==> src/rtl/nivel_pkg.sv <==
// Shared definitions for the tank-level controller: FSM states, valid probe
// codes, fault codes and the probe-code decode helpers.
package nivel_pkg;

   typedef enum logic [1:0] {
      IDLE  = 2'd0,
      FILL  = 2'd1,
      FULL  = 2'd2,
      FAULT = 2'd3
   } state_e;

   localparam logic [2:0] CODE_EMPTY = 3'b000;
   localparam logic [2:0] CODE_LOW   = 3'b001;
   localparam logic [2:0] CODE_MID   = 3'b011;
   localparam logic [2:0] CODE_FULL  = 3'b111;

   localparam logic [1:0] FC_NONE    = 2'b00;
   localparam logic [1:0] FC_INVALID = 2'b01;
   localparam logic [1:0] FC_TIMEOUT = 2'b10;

   // Probes are stacked, so only "filled from the bottom" patterns are physical.
   function automatic logic code_is_valid(input logic [2:0] code);
      return (code == CODE_EMPTY) || (code == CODE_LOW) ||
             (code == CODE_MID)   || (code == CODE_FULL);
   endfunction

   function automatic logic [1:0] code_to_nivel(input logic [2:0] code);
      logic [1:0] nivel;
      case (code)
         CODE_LOW:  nivel = 2'd1;
         CODE_MID:  nivel = 2'd2;
         CODE_FULL: nivel = 2'd3;
         default:   nivel = 2'd0;
      endcase
      return nivel;
   endfunction

endpackage

==> src/rtl/nivel_tanque_ctrl_if.sv <==
// Probe/valve bus between the tank-level controller and its neighbours.
// Fault_Code only exists when NIVEL_FAULT_CODE_EN is defined.
interface nivel_tanque_ctrl_if;

   logic       H_raw;
   logic       M_raw;
   logic       L_raw;
   logic       Fill_En;
   logic       Err_Clr;
   logic       H;
   logic       M;
   logic       L;
   logic [1:0] Nivel;
   logic       Ve;
   logic       E;
`ifdef NIVEL_FAULT_CODE_EN
   logic [1:0] Fault_Code;

   modport master (
      output H_raw, M_raw, L_raw, Fill_En, Err_Clr,
      input  H, M, L, Nivel, Ve, E, Fault_Code
   );

   modport slave (
      input  H_raw, M_raw, L_raw, Fill_En, Err_Clr,
      output H, M, L, Nivel, Ve, E, Fault_Code
   );
`else
   modport master (
      output H_raw, M_raw, L_raw, Fill_En, Err_Clr,
      input  H, M, L, Nivel, Ve, E
   );

   modport slave (
      input  H_raw, M_raw, L_raw, Fill_En, Err_Clr,
      output H, M, L, Nivel, Ve, E
   );
`endif

endinterface

==> src/rtl/nivel_debounce.sv <==
// One level probe: 2-flop synchroniser followed by a stability counter that
// only lets the output follow after DEB_CYCLES consecutive disagreeing samples.
module nivel_debounce #(
   parameter int DEB_CYCLES = 8
) (
   input  logic Clock,
   input  logic Reset,
   input  logic raw_in,
   output logic level_out
);

   localparam int CW = (DEB_CYCLES > 1) ? $clog2(DEB_CYCLES) : 1;

   logic          sync1_q, sync1_d;
   logic          sync2_q, sync2_d;
   logic          level_q, level_d;
   logic [CW-1:0] cnt_q, cnt_d;

   // Any agreeing sample restarts the count, so short glitches never flip the output.
   always_comb begin
      sync1_d = raw_in;
      sync2_d = sync1_q;
      level_d = level_q;
      cnt_d   = '0;
      if (sync2_q != level_q) begin
         if (cnt_q == CW'(DEB_CYCLES - 1)) begin
            level_d = sync2_q;
         end else begin
            cnt_d = cnt_q + 1'b1;
         end
      end
   end

   always_ff @(posedge Clock or posedge Reset) begin
      if (Reset) begin
         sync1_q <= 1'b0;
         sync2_q <= 1'b0;
         level_q <= 1'b0;
         cnt_q   <= '0;
      end else begin
         sync1_q <= sync1_d;
         sync2_q <= sync2_d;
         level_q <= level_d;
         cnt_q   <= cnt_d;
      end
   end

   assign level_out = level_q;

endmodule

==> src/rtl/nivel_tanque_ctrl.sv <==
// Tank-level stage: debounced probes, probe-code consistency check and the
// fill-valve FSM with hysteresis and fill timeout. NIVEL_FAULT_CODE_EN adds Fault_Code.
module nivel_tanque_ctrl
   import nivel_pkg::*;
#(
   parameter int DEB_CYCLES   = 8,
   parameter int ERR_PERSIST  = 4,
   parameter int FILL_TIMEOUT = 1024
) (
   input  logic                Clock,
   input  logic                Reset,
   nivel_tanque_ctrl_if.slave  bus
);

   localparam int IW   = $clog2(ERR_PERSIST + 1);
   localparam int TO_W = (FILL_TIMEOUT > 1) ? $clog2(FILL_TIMEOUT) : 1;

   logic            h_deb, m_deb, l_deb;
   logic [2:0]      code;
   logic            code_ok;
   logic [1:0]      nivel_now;
   logic            nivel_rise;
   logic            inv_fault;
   logic            timeout_hit;

   logic [1:0]      nivel_q, nivel_d;
   logic [IW-1:0]   inv_cnt_q, inv_cnt_d;
   logic [TO_W-1:0] to_cnt_q, to_cnt_d;
   state_e          state_q, state_d;
   logic            ve_q, ve_d;
   logic            e_q, e_d;

   nivel_debounce #(.DEB_CYCLES(DEB_CYCLES)) u_deb_h (
      .Clock     (Clock),
      .Reset     (Reset),
      .raw_in    (bus.H_raw),
      .level_out (h_deb)
   );

   nivel_debounce #(.DEB_CYCLES(DEB_CYCLES)) u_deb_m (
      .Clock     (Clock),
      .Reset     (Reset),
      .raw_in    (bus.M_raw),
      .level_out (m_deb)
   );

   nivel_debounce #(.DEB_CYCLES(DEB_CYCLES)) u_deb_l (
      .Clock     (Clock),
      .Reset     (Reset),
      .raw_in    (bus.L_raw),
      .level_out (l_deb)
   );

   // nivel_q remembers the last valid level, which is also last cycle's Nivel.
   assign code        = {h_deb, m_deb, l_deb};
   assign code_ok     = code_is_valid(code);
   assign nivel_now   = code_ok ? code_to_nivel(code) : nivel_q;
   assign nivel_rise  = (nivel_now > nivel_q);
   assign inv_fault   = !code_ok && (inv_cnt_q == IW'(ERR_PERSIST - 1));
   assign timeout_hit = (to_cnt_q == TO_W'(FILL_TIMEOUT - 1));

   // The invalid counter parks at ERR_PERSIST so inv_fault fires exactly once per episode.
   always_comb begin
      nivel_d   = nivel_now;
      inv_cnt_d = '0;
      if (!code_ok) begin
         inv_cnt_d = (inv_cnt_q == IW'(ERR_PERSIST)) ? inv_cnt_q : inv_cnt_q + 1'b1;
      end
   end

   always_comb begin
      state_d = state_q;
      case (state_q)
         IDLE: begin
            if (inv_fault) begin
               state_d = FAULT;
            end else if (bus.Fill_En && (nivel_now <= 2'd1)) begin
               state_d = FILL;
            end
         end
         FILL: begin
            if (inv_fault || timeout_hit) begin
               state_d = FAULT;
            end else if (nivel_now == 2'd3) begin
               state_d = FULL;
            end else if (!bus.Fill_En) begin
               state_d = IDLE;
            end
         end
         FULL: begin
            if (inv_fault) begin
               state_d = FAULT;
            end else if (bus.Fill_En && (nivel_now <= 2'd1)) begin
               state_d = FILL;
            end else if (!bus.Fill_En) begin
               state_d = IDLE;
            end
         end
         FAULT: begin
            if (bus.Err_Clr && code_ok) begin
               state_d = IDLE;
            end
         end
         default: state_d = IDLE;
      endcase

      ve_d = (state_d == FILL);
      e_d  = (state_d == FAULT);
   end

   // The timeout counter only runs while staying in FILL; entering FILL starts it from zero.
   always_comb begin
      to_cnt_d = '0;
      if ((state_q == FILL) && (state_d == FILL) && !nivel_rise) begin
         to_cnt_d = timeout_hit ? to_cnt_q : to_cnt_q + 1'b1;
      end
   end

   always_ff @(posedge Clock or posedge Reset) begin
      if (Reset) begin
         nivel_q   <= 2'd0;
         inv_cnt_q <= '0;
         to_cnt_q  <= '0;
         state_q   <= IDLE;
         ve_q      <= 1'b0;
         e_q       <= 1'b0;
      end else begin
         nivel_q   <= nivel_d;
         inv_cnt_q <= inv_cnt_d;
         to_cnt_q  <= to_cnt_d;
         state_q   <= state_d;
         ve_q      <= ve_d;
         e_q       <= e_d;
      end
   end

   assign bus.H     = h_deb;
   assign bus.M     = m_deb;
   assign bus.L     = l_deb;
   assign bus.Nivel = nivel_now;
   assign bus.Ve    = ve_q;
   assign bus.E     = e_q;

`ifdef NIVEL_FAULT_CODE_EN
   logic [1:0] fc_q, fc_d;

   // Only FILL can time out; every other FAULT entry is an invalid-code fault.
   always_comb begin
      fc_d = fc_q;
      if (state_d != FAULT) begin
         fc_d = FC_NONE;
      end else if (state_q != FAULT) begin
         fc_d = inv_fault ? FC_INVALID : FC_TIMEOUT;
      end
   end

   always_ff @(posedge Clock or posedge Reset) begin
      if (Reset) begin
         fc_q <= FC_NONE;
      end else begin
         fc_q <= fc_d;
      end
   end

   assign bus.Fault_Code = fc_q;
`endif

endmodule

==> src/flat_wrapper.sv <==
// flat-port wrapper written by rule: the top's interface ports become plain ports
module nivel_tanque_ctrl_flat import nivel_pkg::*;
#(
   parameter int DEB_CYCLES   = 8,
   parameter int ERR_PERSIST  = 4,
   parameter int FILL_TIMEOUT = 1024
)
  (Clock, Reset, bus_H_raw, bus_M_raw, bus_L_raw, bus_Fill_En, bus_Err_Clr, bus_H, bus_M, bus_L, bus_Nivel, bus_Ve, bus_E);
  nivel_tanque_ctrl_if bus_i ();
  input  logic Clock;
  input  logic Reset;
  input wire logic [$bits(bus_i.H_raw)-1:0] bus_H_raw;
  input wire logic [$bits(bus_i.M_raw)-1:0] bus_M_raw;
  input wire logic [$bits(bus_i.L_raw)-1:0] bus_L_raw;
  input wire logic [$bits(bus_i.Fill_En)-1:0] bus_Fill_En;
  input wire logic [$bits(bus_i.Err_Clr)-1:0] bus_Err_Clr;
  output wire logic [$bits(bus_i.H)-1:0] bus_H;
  output wire logic [$bits(bus_i.M)-1:0] bus_M;
  output wire logic [$bits(bus_i.L)-1:0] bus_L;
  output wire logic [$bits(bus_i.Nivel)-1:0] bus_Nivel;
  output wire logic [$bits(bus_i.Ve)-1:0] bus_Ve;
  output wire logic [$bits(bus_i.E)-1:0] bus_E;
  assign bus_i.H_raw = bus_H_raw;
  assign bus_i.M_raw = bus_M_raw;
  assign bus_i.L_raw = bus_L_raw;
  assign bus_i.Fill_En = bus_Fill_En;
  assign bus_i.Err_Clr = bus_Err_Clr;
  assign bus_H = bus_i.H;
  assign bus_M = bus_i.M;
  assign bus_L = bus_i.L;
  assign bus_Nivel = bus_i.Nivel;
  assign bus_Ve = bus_i.Ve;
  assign bus_E = bus_i.E;
  nivel_tanque_ctrl #(.DEB_CYCLES(DEB_CYCLES), .ERR_PERSIST(ERR_PERSIST), .FILL_TIMEOUT(FILL_TIMEOUT)) u_core (.Clock(Clock), .Reset(Reset), .bus(bus_i));
endmodule
==> config.mk <==
export PLATFORM = sky130hd
export DESIGN_NAME = nivel_tanque_ctrl_flat
export DESIGN_NICKNAME = d
export VERILOG_FILES = /design/src/rtl/nivel_pkg.sv /design/src/rtl/nivel_tanque_ctrl_if.sv /design/src/rtl/nivel_debounce.sv /design/src/rtl/nivel_tanque_ctrl.sv /design/src/flat_wrapper.sv
export SDC_FILE = /design/constraint.sdc
export NUM_CORES = 1
export LEC_CHECK = 0
export CAP_MARGIN = 15
export CORE_AREA = 3 3 64 66
export CTS_BUF_LIST = sky130_fd_sc_hd__clkbuf_8
export DETAILED_ROUTE_END_ITERATION = 12
export DIE_AREA = 0 0 67 69
export PLACE_DENSITY = 0.82
export SLEW_MARGIN = 20
export SYNTH_ARGS = -nofsm -noshare
export SYNTH_HDL_FRONTEND = slang
export SYNTH_HIERARCHICAL = 1
export SYNTH_SLANG_ARGS = --single-unit
export TNS_END_PERCENT = 5
==> constraint.sdc <==
create_clock -name Clock -period 6.2 [get_ports Clock]
set_input_delay 1.24 -clock Clock [delete_from_list [all_inputs] [get_ports Clock]]
set_output_delay 1.24 -clock Clock [all_outputs]
set_load 0.03 [all_outputs]
Word level (Yosys, flattened, before mapping)
Index checks and enable logic that the tools add are counted.
{"block": "word_totals", "reg_bits": 37, "input_bits": 7, "output_inout_bits": 7, "word_cells": 82}
{"block": "classes", "add_sub_neg": 5, "order_cmp": 2, "n_eq_ne": 20, "mux": 21, "n_reduce_logical": 16}
{"cell": "3-bit 2-to-1 mux", "count": 8}
{"cell": "10-bit 2-to-1 mux", "count": 2}
{"cell": "2-bit 2-to-1 mux", "count": 9}
{"cell": "3-bit == test (second input constant)", "count": 5}
{"cell": "3-bit by 1-bit adder with 3-bit output (second input constant)", "count": 4}
{"cell": "10-bit by 1-bit adder with 10-bit output (second input constant)", "count": 1}
{"cell": "10-bit == test (second input constant)", "count": 1}
{"cell": "2-bit == test (second input constant)", "count": 4}
{"cell": "2-bit case mux with 4 select lines", "count": 1}
{"cell": "3-bit by 2-bit == test with 1-bit output (second input constant)", "count": 2}
{"cell": "2-bit case mux with 3 select lines", "count": 1}
{"cell": "2-bit AND reduction", "count": 3}
{"cell": "1-bit logical AND", "count": 5}
{"cell": "2-bit by 1-bit == test with 1-bit output (second input constant)", "count": 2}
{"cell": "1-bit logical OR", "count": 4}
{"cell": "3-bit by 1-bit == test with 1-bit output (second input constant)", "count": 1}
{"cell": "3-bit zero test", "count": 1}
{"cell": "1-bit inequality test", "count": 3}
{"cell": "2-bit greater-than comparator", "count": 1}
{"cell": "2-bit by 1-bit less-or-equal comparator with 1-bit output (second input constant)", "count": 1}
{"cell": "1-bit zero test", "count": 2}
{"cell": "2-bit zero test", "count": 1}
{"cell": "2-bit by 1-bit inequality test with 1-bit output (second input constant)", "count": 1}
{"cell": "2-bit inequality test (second input constant)", "count": 1}

Longest topological paths before layout
{"block": "depth", "ltp_word": 14, "depth_mapped": 9, "ltp_nobuf": 9}

Cells and area by module
Netlist, hierarchy kept.
{"mod": "nivel_tanque_ctrl", "n_inst": 1, "cells_per_inst": 131, "area_each_um2": 1153.6, "seq_area_each_um2": 475.5}
{"mod": "nivel_debounce", "n_inst": 3, "cells_per_inst": 14, "area_each_um2": 224.0, "seq_area_each_um2": 150.1}

Least setup slack after synthesis
OpenSTA, ideal clock, no wires.
{"block": "synth_path", "path_kind": "flip-flop to output port", "startpoint": "register u_core.u_deb_l.level_q (netlist: u_core/u_deb_l/level_out)", "endpoint": "output port bus_Nivel[0]", "arrival_ps": 1253, "required_ps": 4960, "path_slack_ps": 3707, "path_stages_with_launch": 3, "path_buffers": 0, "cell_sequence": "dfrtp_1 > and3b_2 > a221o_1"}
{"block": "synth_via", "elab_chain_cells": 5, "word_cells_on_any_way": 9, "cone_classes": "eq/ne: 3; mux: 2; reduce/logical: 4"}
{"element": "from (decl)", "line": "nivel_debounce.sv:16", "rtl": "logic level_q, level_d;"}
{"element": "from (signal assigned)", "line": "nivel_debounce.sv:43", "rtl": "level_q <= level_d;"}
{"element": "3-bit by 1-bit == test with 1-bit output / 3-bit zero test (equally long branches)", "line": "nivel_pkg.sv:23, nivel_pkg.sv:29"}
{"element": "1-bit logical OR (2 in series)", "line": "nivel_pkg.sv:23", "rtl": "return (code == CODE_EMPTY) || (code == CODE_LOW) ||"}
{"element": "1-bit logical OR", "line": "nivel_pkg.sv:24", "rtl": "(code == CODE_MID) || (code == CODE_FULL);"}
{"element": "2-bit 2-to-1 mux *", "line": "nivel_tanque_ctrl.sv:57", "rtl": "assign nivel_now = code_ok ? code_to_nivel(code) : nivel_q;"}
{"element": "to (decl)", "line": "flat_wrapper.sv:20", "rtl": "output wire logic [$bits(bus_i.Nivel)-1:0] bus_Nivel;"}
Mark *: on every way between the ends. The rest lies on a longest branch, timed or not.

Worst setup path after layout
{"block": "layout_path", "startpoint": "register u_core.u_deb_m.level_q (netlist: u_core/u_deb_m/level_out)", "endpoint": "output port bus_Nivel[0]"}
{"block": "layout_via", "elab_chain_cells": 5, "word_cells_on_any_way": 9, "cone_classes": "eq/ne: 3; mux: 2; reduce/logical: 4"}
{"element": "from (decl)", "line": "nivel_debounce.sv:16"}
{"element": "from (signal assigned)", "line": "nivel_debounce.sv:43"}
{"element": "3-bit by 1-bit == test with 1-bit output / 3-bit zero test (equally long branches)", "line": "nivel_pkg.sv:23, nivel_pkg.sv:29"}
{"element": "1-bit logical OR (2 in series)", "line": "nivel_pkg.sv:23"}
{"element": "1-bit logical OR", "line": "nivel_pkg.sv:24"}
{"element": "2-bit 2-to-1 mux *", "line": "nivel_tanque_ctrl.sv:57"}
Marked as above.

==> run summary <==
status = completed
worst-margin pin slew = 0.7782 ns
Post-Syn Instances = 173
FF+latch count, synth = 37
FF+latch area = 925.9 sq um
HP Class = register to register
first-pass GRT wire length = 5692 um
cell area after synthesis = 1826 sq um
FF-to-FF path depth = 7
CP top delay family = buffers and inverters
Max Slew Vio Count = 0
area grow syn2layout = 16.72%
# rows = 22
first-pass iteration count of the detailed router = 4
number of remaining DRC errors = 0
Synth area leader = dfrtp_1
Worst Path Max Fanout = 12
Resized Gates After CTS = 0
die area = 4623 sq um
Critical Path Source Type = register
Net count, final = 212
DR WL/cell = 13.54 um
PwrDens = 374.0 nW/um^2
Tot GR Track Use = 16.04%
CORE AREA = 3633 sq um
I/O pin total = 14
Post-Syn Area per Cell = 10.55 sq um
cts hold-fix bufs = 0
yosys warns = 6
gr ovfl total = 0
port bufs = 13
Post-CTS Setup Repair Bufs = 0
Worst slew margin = 48.06%
critical path arrival = 1.97 ns
post-route setup slack = 2.993 ns
Main synth FF type = dfrtp_1
P_leak = 0.9842 nW
commonest non-fill, non-tap cell in the layout = dfrtp_1
slowest CP cell = clkdlybuf4s50_1
peak supply drop = 0.0002522 V
CTS root buf = clkbuf_8
multi-input logic area = 854.6 sq um
Antenna diodes = 0
initial DRC count = 88
final hold viol count = 0
Synth top area share = 50.72%
Buf+Inv Stages, Crit Path = 1
H-tree Lvls = 2
final setup fails = 0
fin crit share = 51.73%
CP Class = register to primary output
Clock Latency Late Sink = 0.29 ns
CTS tree = done
Crit path required time = 4.96 ns
Post-synth EDFFs = 0
clk buf depth = 2
vias in the first global route = 1270
Clock Sinks = 37
Peak Freq = 311.8 MHz
Final Util = 58.64%
sequential area share after synthesis = 50.72%
Final Critical Period = 3.207 ns
hold path depth = 0
CTS buffer count = 5
Critical Path End Type = primary output
Placed Cells = 234
share of flip-flops with an asynchronous set or reset = 100.0%
max_cap viols = 0
DRT antenna net count = 0
Vias/cell = 5.417
CP cell instances = nand2_1, nand2b_1, a221o_1, clkdlybuf4s50_1
share of layout cells above drive strength 1 = 10.31%
largest cells by area after synthesis = dfrtp_1 51%, ha_1 8.2%, nand2_1 3.5%
vias after detailed routing = 1311
chip height = 69 um
TNS Setup = 0 ns
Initial Util = 50.24%
final WL = 3277 um
Layout Cells excl Fill = 242
Die W = 67 um
clock slew at reported path FFs = 0.08 ns
global placement routability congestion = 0.8252
Stages on worst setup path = 4
RSZ-0062 raised after global routing = false
Filler cells = 324
Max stage delay on crit path = 0.61 ns
most frequent cells in the layout = 37 x dfrtp_1, 17 x nand2_1, 13 x clkdlybuf4s50_1
dpl hpwl = 2454 um
skew final = 0.008372 ns
initial antenna violation count = 0
Post-Place Setup Slack = 3.308 ns
Post-Synthesis Net Count = 192
post-synth cell types = 40
largest net degree at the start of global routing = 20
==> synth_stat cells, types with 2 or more instances <==
| library cell | n |
|---|---|
| nand3_1 | 7 |
| nor2_1 | 11 |
| o21ai_0 | 10 |
| xor2_1 | 3 |
| nand4_1 | 3 |
| nor3_1 | 5 |
| nor2b_1 | 3 |
| and2_1 | 7 |
| nor3b_1 | 2 |
| inv_1 | 12 |
| nand2_1 | 17 |
| a21oi_1 | 8 |
| ha_1 | 12 |
| and3_1 | 4 |
| dfrtp_1 | 37 |
| nor3b_2 | 3 |
| and2_2 | 2 |
| mux2_1 | 3 |
| xnor2_1 | 3 |
==> state kept, by name, indices dropped and copies added, names as in the netlist <==
name and count:
u_core/u_deb_l/sync1_q 1, u_core/state_q 2, u_core/u_deb_h/sync1_q 1, u_core/bus.Ve 1
u_core/u_deb_h/level_out 1, u_core/u_deb_m/level_out 1, u_core/inv_cnt_q 3, u_core/u_deb_h/sync2_q 1
u_core/bus.E 1, u_core/nivel_q 2, u_core/u_deb_m/sync1_q 1, u_core/u_deb_l/cnt_q 3
u_core/u_deb_m/sync2_q 1, u_core/u_deb_h/cnt_q 3, u_core/to_cnt_q 10, u_core/u_deb_l/sync2_q 1
u_core/u_deb_l/level_out 1, u_core/u_deb_m/cnt_q 3
==> final cells by class <==
type | instances | area share [%]
repair buffers | 13 | 6.107
well taps | 48 | 2.819
clock inverters | 3 | 2.173
inverters | 12 | 2.114
clock buffers | 5 | 3.230
multi-input cells | 124 | 40.11
flip-flops and latches | 37 | 43.45
==> report_power, final <==
group | internal [W] | total (W) | switching, W
Sequential | 0.000290 | 0.000340 | 0.0000500
Combinational | 0.000113 | 0.000249 | 0.000136
Clock | 0.000120 | 0.000207 | 0.0000871
Total | 0.000524 | 0.000797 | 0.000273
==> path summary, 6_finish.rpt <==
path | startpoint | end | slack [ns]
max in group asynchronous | Reset | u_core/state_q[0] | 4.21
hold / removal | u_core/u_deb_h/sync1_q | u_core/u_deb_h/sync2_q | 0.35
min in group asynchronous | Reset | u_core/u_deb_l/level_out | 1.25
setup reg to reg | u_core/u_deb_l/level_out | u_core/to_cnt_q[8] | 3.92
hold reg to reg | u_core/u_deb_h/sync1_q | u_core/u_deb_h/sync2_q | 0.35
setup / recovery | u_core/u_deb_m/level_out | bus_Nivel[0] | 2.99
==> per-stage QoR <==
step	total power, W	cell area, sq um	hold slack [ns]
finish	0.0007968	2131	0.3538
global route	0.0008535	2131	0.3623
CTS	0.0008076	2131	0.3547
detailed placement	0.0005957	2016	0.3363
global placement	0.0005865	2016	0.3327
floorplan	0.0005128	1826	0.3312
==> per-layer routing <==
layer / part of all wire [%] / global-route usage (%)
met2: 51 / 25.98
met1: 43 / 19.37
met3: 4.2 / 6.189
met5: 0 / 0
met4: 1.3 / 4.955
==> cell families (layout without fill, tap and decap cells) <==
kind of cell             Yosys count  count (layout)  synth area share [%]
AO/OA/AOI/OAI                     29              29                 10.28
XOR/XNOR                           6               6                 2.879
multiplexers                       3               3                 1.850
buffers and inverters             12              33                 2.467
flip-flops                        37              37                 50.72
AND/OR/NAND/NOR                   74              74                 23.58
adder cells (fa/ha/maj)           12              12                 8.225
(Power assumes the default switching activity.)
==> RTL edit 1: new RTL, same flow settings <==
`DEB_CYCLES` is set to 8 in 3 places; all go to 16.
--- a/src/rtl/nivel_debounce.sv
+++ b/src/rtl/nivel_debounce.sv
@@ -2,5 +2,5 @@
 // only lets the output follow after DEB_CYCLES consecutive disagreeing samples.
 module nivel_debounce #(
-   parameter int DEB_CYCLES = 8
+   parameter int DEB_CYCLES = 16
 ) (
    input  logic Clock,
--- a/src/rtl/nivel_tanque_ctrl.sv
+++ b/src/rtl/nivel_tanque_ctrl.sv
@@ -4,5 +4,5 @@
    import nivel_pkg::*;
 #(
-   parameter int DEB_CYCLES   = 8,
+   parameter int DEB_CYCLES   = 16,
    parameter int ERR_PERSIST  = 4,
    parameter int FILL_TIMEOUT = 1024
--- a/src/flat_wrapper.sv
+++ b/src/flat_wrapper.sv
@@ -2,5 +2,5 @@
 module nivel_tanque_ctrl_flat import nivel_pkg::*;
 #(
-   parameter int DEB_CYCLES   = 8,
+   parameter int DEB_CYCLES   = 16,
    parameter int ERR_PERSIST  = 4,
    parameter int FILL_TIMEOUT = 1024
Function: no difference found for any inputs over 10 cycles, from zero or initial values and one cycle with Reset high; that may be too few to reach the edited logic, so the function may still have changed.
==> RTL edit 1 against the original RTL <==
- sequential cell count is 3 higher
- setup slack worse by 0.059 ns
- cell area grew 6.4%
- routed wire length is 12% higher
- die area is the same
- synthesized area up 8.1%
Power is not compared: it rests on default switching activity, and its combinational part moved more than twofold at a synthesized area within 25%.
==> RTL edit 1: results (changes against the original RTL) <==
status: "finished, final reports clean"
largest_reg_flops: 10  # unchanged
first_pass_iters: 4  # unchanged
synthFlopType: "dfrtp_1"
p_leak_nw: 0.995
antenna_found_initial: 0  # unchanged
place.gp.congestion: 0.796  # -3.5%
ys_warn_count: 6  # unchanged
finalClockSkew_ns: 0.00368  # -0.00469 ns
drive_gt1_share_pct: 12.6  # +2.3 points
cts_hold_buf: 0  # unchanged
slowest_delay_ns: 0.62
grt_pass1_vias: 1467  # +16%
critPathSlowestCell: "clkdlybuf4s50_1"
worstPathArrival_ns: 2.03  # +0.06 ns
grt_use_total_pct: 18.7  # +2.7 points
synthTopCellsByArea: "dfrtp_1 51%, ha_1 5.7%, xnor2_1 4.0%"
synth_common_cells: "40 x dfrtp_1, 16 x nor2_1, 13 x nand2_1, 10 x a21oi_1, 10 x inv_1"
port_buffers: 13  # unchanged
clk_latency_ns: 0.29  # about the same
hpwl_um: 2730  # +11%
nNetsFinal: 214  # +0.94%
dr.first_iter.drc_count: 82  # -6.8%
nFillCells: 315  # -2.8%
drv_slew: 0  # unchanged
hp-class: "flip-flop to flip-flop"
avgViaCountPerCell: 5.65  # +4.3%
worstPathMaxFanout: 10  # -2
clkTransAtPathRegs_ns: 0.08  # about the same
peakVddDrop_mv: 0.192
cts_made_buffers: 5  # unchanged
cts_buffer_depth: 2  # unchanged
grt_pass1_wl_um: 6700  # +18%
regMostFlops: "u_core/to_cnt_q"
tightest_slew_ns: 0.741  # -0.0373 ns
postCtsSetupRepairBufs: 0  # unchanged
grt_max_degree: 20  # unchanged
avgRoutedWirePerCell_um: 14.9  # +10%
cts_resized: 0  # unchanged
synth.top_cell.area_share_pct: 50.7  # about the same
ys_async_sr_fraction_pct: 100  # unchanged
ys_seq_area_share_pct: 50.7  # about the same
crit_family: "buffers and inverters"
synthesis.nets: 196  # +2.1%
ys_types: 38  # -5.0%
cts-root-buf: "clkbuf_8"
cts_htree_levels: 2  # unchanged
insertedDiodeCount: 0  # unchanged
synth_area_leader_cell: "dfrtp_1"
[RTL edit 1: logic make-up after synthesis]
family | after synthesis | share of synthesized area (%)
xor+xnor | 10 | 4.44
buf+inv | 12 | 2.54
simple gates | 61 | 17.4
fa+ha+maj | 9 | 5.71
mux | 4 | 2.79
compound gates | 44 | 16.4
flops | 40 | 50.7
[RTL edit 1: layout make-up]
| type | instances | area share (%) |
|---|---|---|
| Clock buffer | 5 | 3.04 |
| Clock inverter | 3 | 2.10 |
| Inverter | 10 | 1.66 |
| Multi-Input combinational cell | 128 | 40.7 |
| Sequential cell | 40 | 44.2 |
| Tap cell | 48 | 2.65 |
| Timing Repair Buffer | 13 | 5.74 |
[RTL edit 1: stage by stage]
step / cell area [sq um] / power [mW] / setup slack (ns) / cells
3_3_place_gp: 2150 / 0.372 / 3.34 / 239
3_5_place_dp: 2150 / 0.377 / 3.29 / 239
2_1_floorplan: 1970 / 0.353 / 3.66 / 180
4_1_cts: 2270 / 0.590 / 2.92 / 247
6_report: 2270 / 0.584 / 2.93 / 247
5_1_grt: 2270 / 0.614 / 2.82 / 247
[RTL edit 1: path summary, 6_finish.rpt]
path	start	end	slack, ns	cells past startpoint
max	u_core/u_deb_l/level_out	bus_Nivel[0]	2.93	3
min	u_core/u_deb_l/sync1_q	u_core/u_deb_l/sync2_q	0.36	0
max reg2reg	u_core/u_deb_l/level_out	u_core/to_cnt_q[5]	3.82	8
min reg2reg	u_core/u_deb_l/sync1_q	u_core/u_deb_l/sync2_q	0.36	0
max in group asynchronous	Reset	u_core/to_cnt_q[1]	4.28	2
min in group asynchronous	Reset	u_core/u_deb_m/level_out	1.24	2
[RTL edit 1: routing by layer]
metal  share of wire [%]  global-route usage (%)
met4                 1.0                    6.08
met2                  55                    31.7
met5                   0                       0
met3                 2.9                    3.91
met1                  41                    23.4
[RTL edit 1: where the power goes]
group / internal (mW) / switching (mW) / total, mW
clock network: 0.121 / 0.0914 / 0.212
registers: 0.276 / 0.0166 / 0.293
logic: 0.0350 / 0.0431 / 0.0781
==> RTL edit 2: new RTL, same settings <==
Made on the original files. Encoding of `state_e`: now Gray code (2 bits for 4 states).
--- a/src/rtl/nivel_pkg.sv
+++ b/src/rtl/nivel_pkg.sv
@@ -4,8 +4,8 @@
 
    typedef enum logic [1:0] {
-      IDLE  = 2'd0,
-      FILL  = 2'd1,
-      FULL  = 2'd2,
-      FAULT = 2'd3
+      IDLE  = 2'b00,
+      FILL  = 2'b01,
+      FULL  = 2'b11,
+      FAULT = 2'b10
    } state_e;
 
Formal check against the unedited RTL: same outputs for any inputs over 10 cycles, from zero or initial values and one cycle with Reset high; not proved beyond that.
==> RTL edit 2 against the original RTL <==
- routed wire length is 0.49% lower
- non-clock buffer count is the same
- synthesized area down 1.4%
- cell count fell by 6.2%
- cell area is 3.6% lower
- sequential cell count unchanged
- setup slack worse by 0.13 ns
- hold slack worse by 0.0035 ns
- clock power fell by 25%
- power down 11%
- utilization is 2.1 points lower
- via count shrank 5.9%
- critical path depth is the same
==> RTL edit 2: results (changes against the original RTL) <==
nFillCells: 316  # -2.5%
status: "finished, final reports clean"
worstPathMaxFanout: 9  # -3
synthesis.nets: 180  # -6.3%
p_comb_mw: 0.218  # -12%
pre_cts_slack_ns: 3.18  # -0.130 ns
sw_frac_of_total_pct: 34.2  # -0.10 points
synth_xor_area_share_pct: 3.89  # +1.0 points
ys_seq_area_share_pct: 51.5  # +0.74 points
p_leak_nw: 0.958  # -2.6%
grt_pass1_vias: 1304  # +2.7%
r2r_cells: 9  # +2
synth_cells: 161  # -6.9%
placedInstanceArea_sq_um: 1970  # -2.2%
wl_met2_um: 1790  # +6.6%
wl_met3_um: 78  # -43%
met2_usage_pct: 26.9  # +0.87 points
use_met3_pct: 4.07  # -2.1 points
synth_fa_ha_area_share_pct: 8.34  # +0.12 points
finalClockSkew_ns: 0.00481  # -0.00356 ns
vias: 1233  # -5.9%
dr.first_iter.drc_count: 48  # -45%
avgRoutedWirePerCell_um: 14.4  # +6.1%
fin_ws_ns: 2.86  # -0.130 ns
r2r_slack_ns: 3.66  # -0.26 ns
place.gp.congestion: 0.780  # -5.5%
hold_ws_ns: 0.350  # -0.00353 ns
nNetsFinal: 197  # -7.1%
## RTL edit 2: changes by cell type in the layout (fill, tap and decap cells not counted), moves of 3 or more
| cell | change |
|---|---|
| or2_2 | +4 |
| o21ai_0 | -7 |
| nand2_1 | -9 |
| nor3_1 | -3 |
## RTL edit 2: cell type report
class / instances / area [sq um] / share of cell area [%]
clock buffer: 5 / 68.8 / 3.35
clock inverter: 3 / 13.8 / 0.670
inverter: 13 / 48.8 / 2.38
multi-input combinational: 108 / 806 / 39.2
sequential: 37 / 926 / 45.1
tap: 48 / 60.1 / 2.93
timing repair buffer: 13 / 130 / 6.34
## RTL edit 2: cells by family (layout without fill, tap and decap cells)
logic type                 count (synthesis)  in the layout
AOI/OAI and AO/OA                         26             26
xor gates and xnor gates                   8              8
adders and majority gates                 12             12
buffers and inverters                     16             34
DFF                                       37             37
muxes                                      4              4
and+or+nand+nor                           58             58
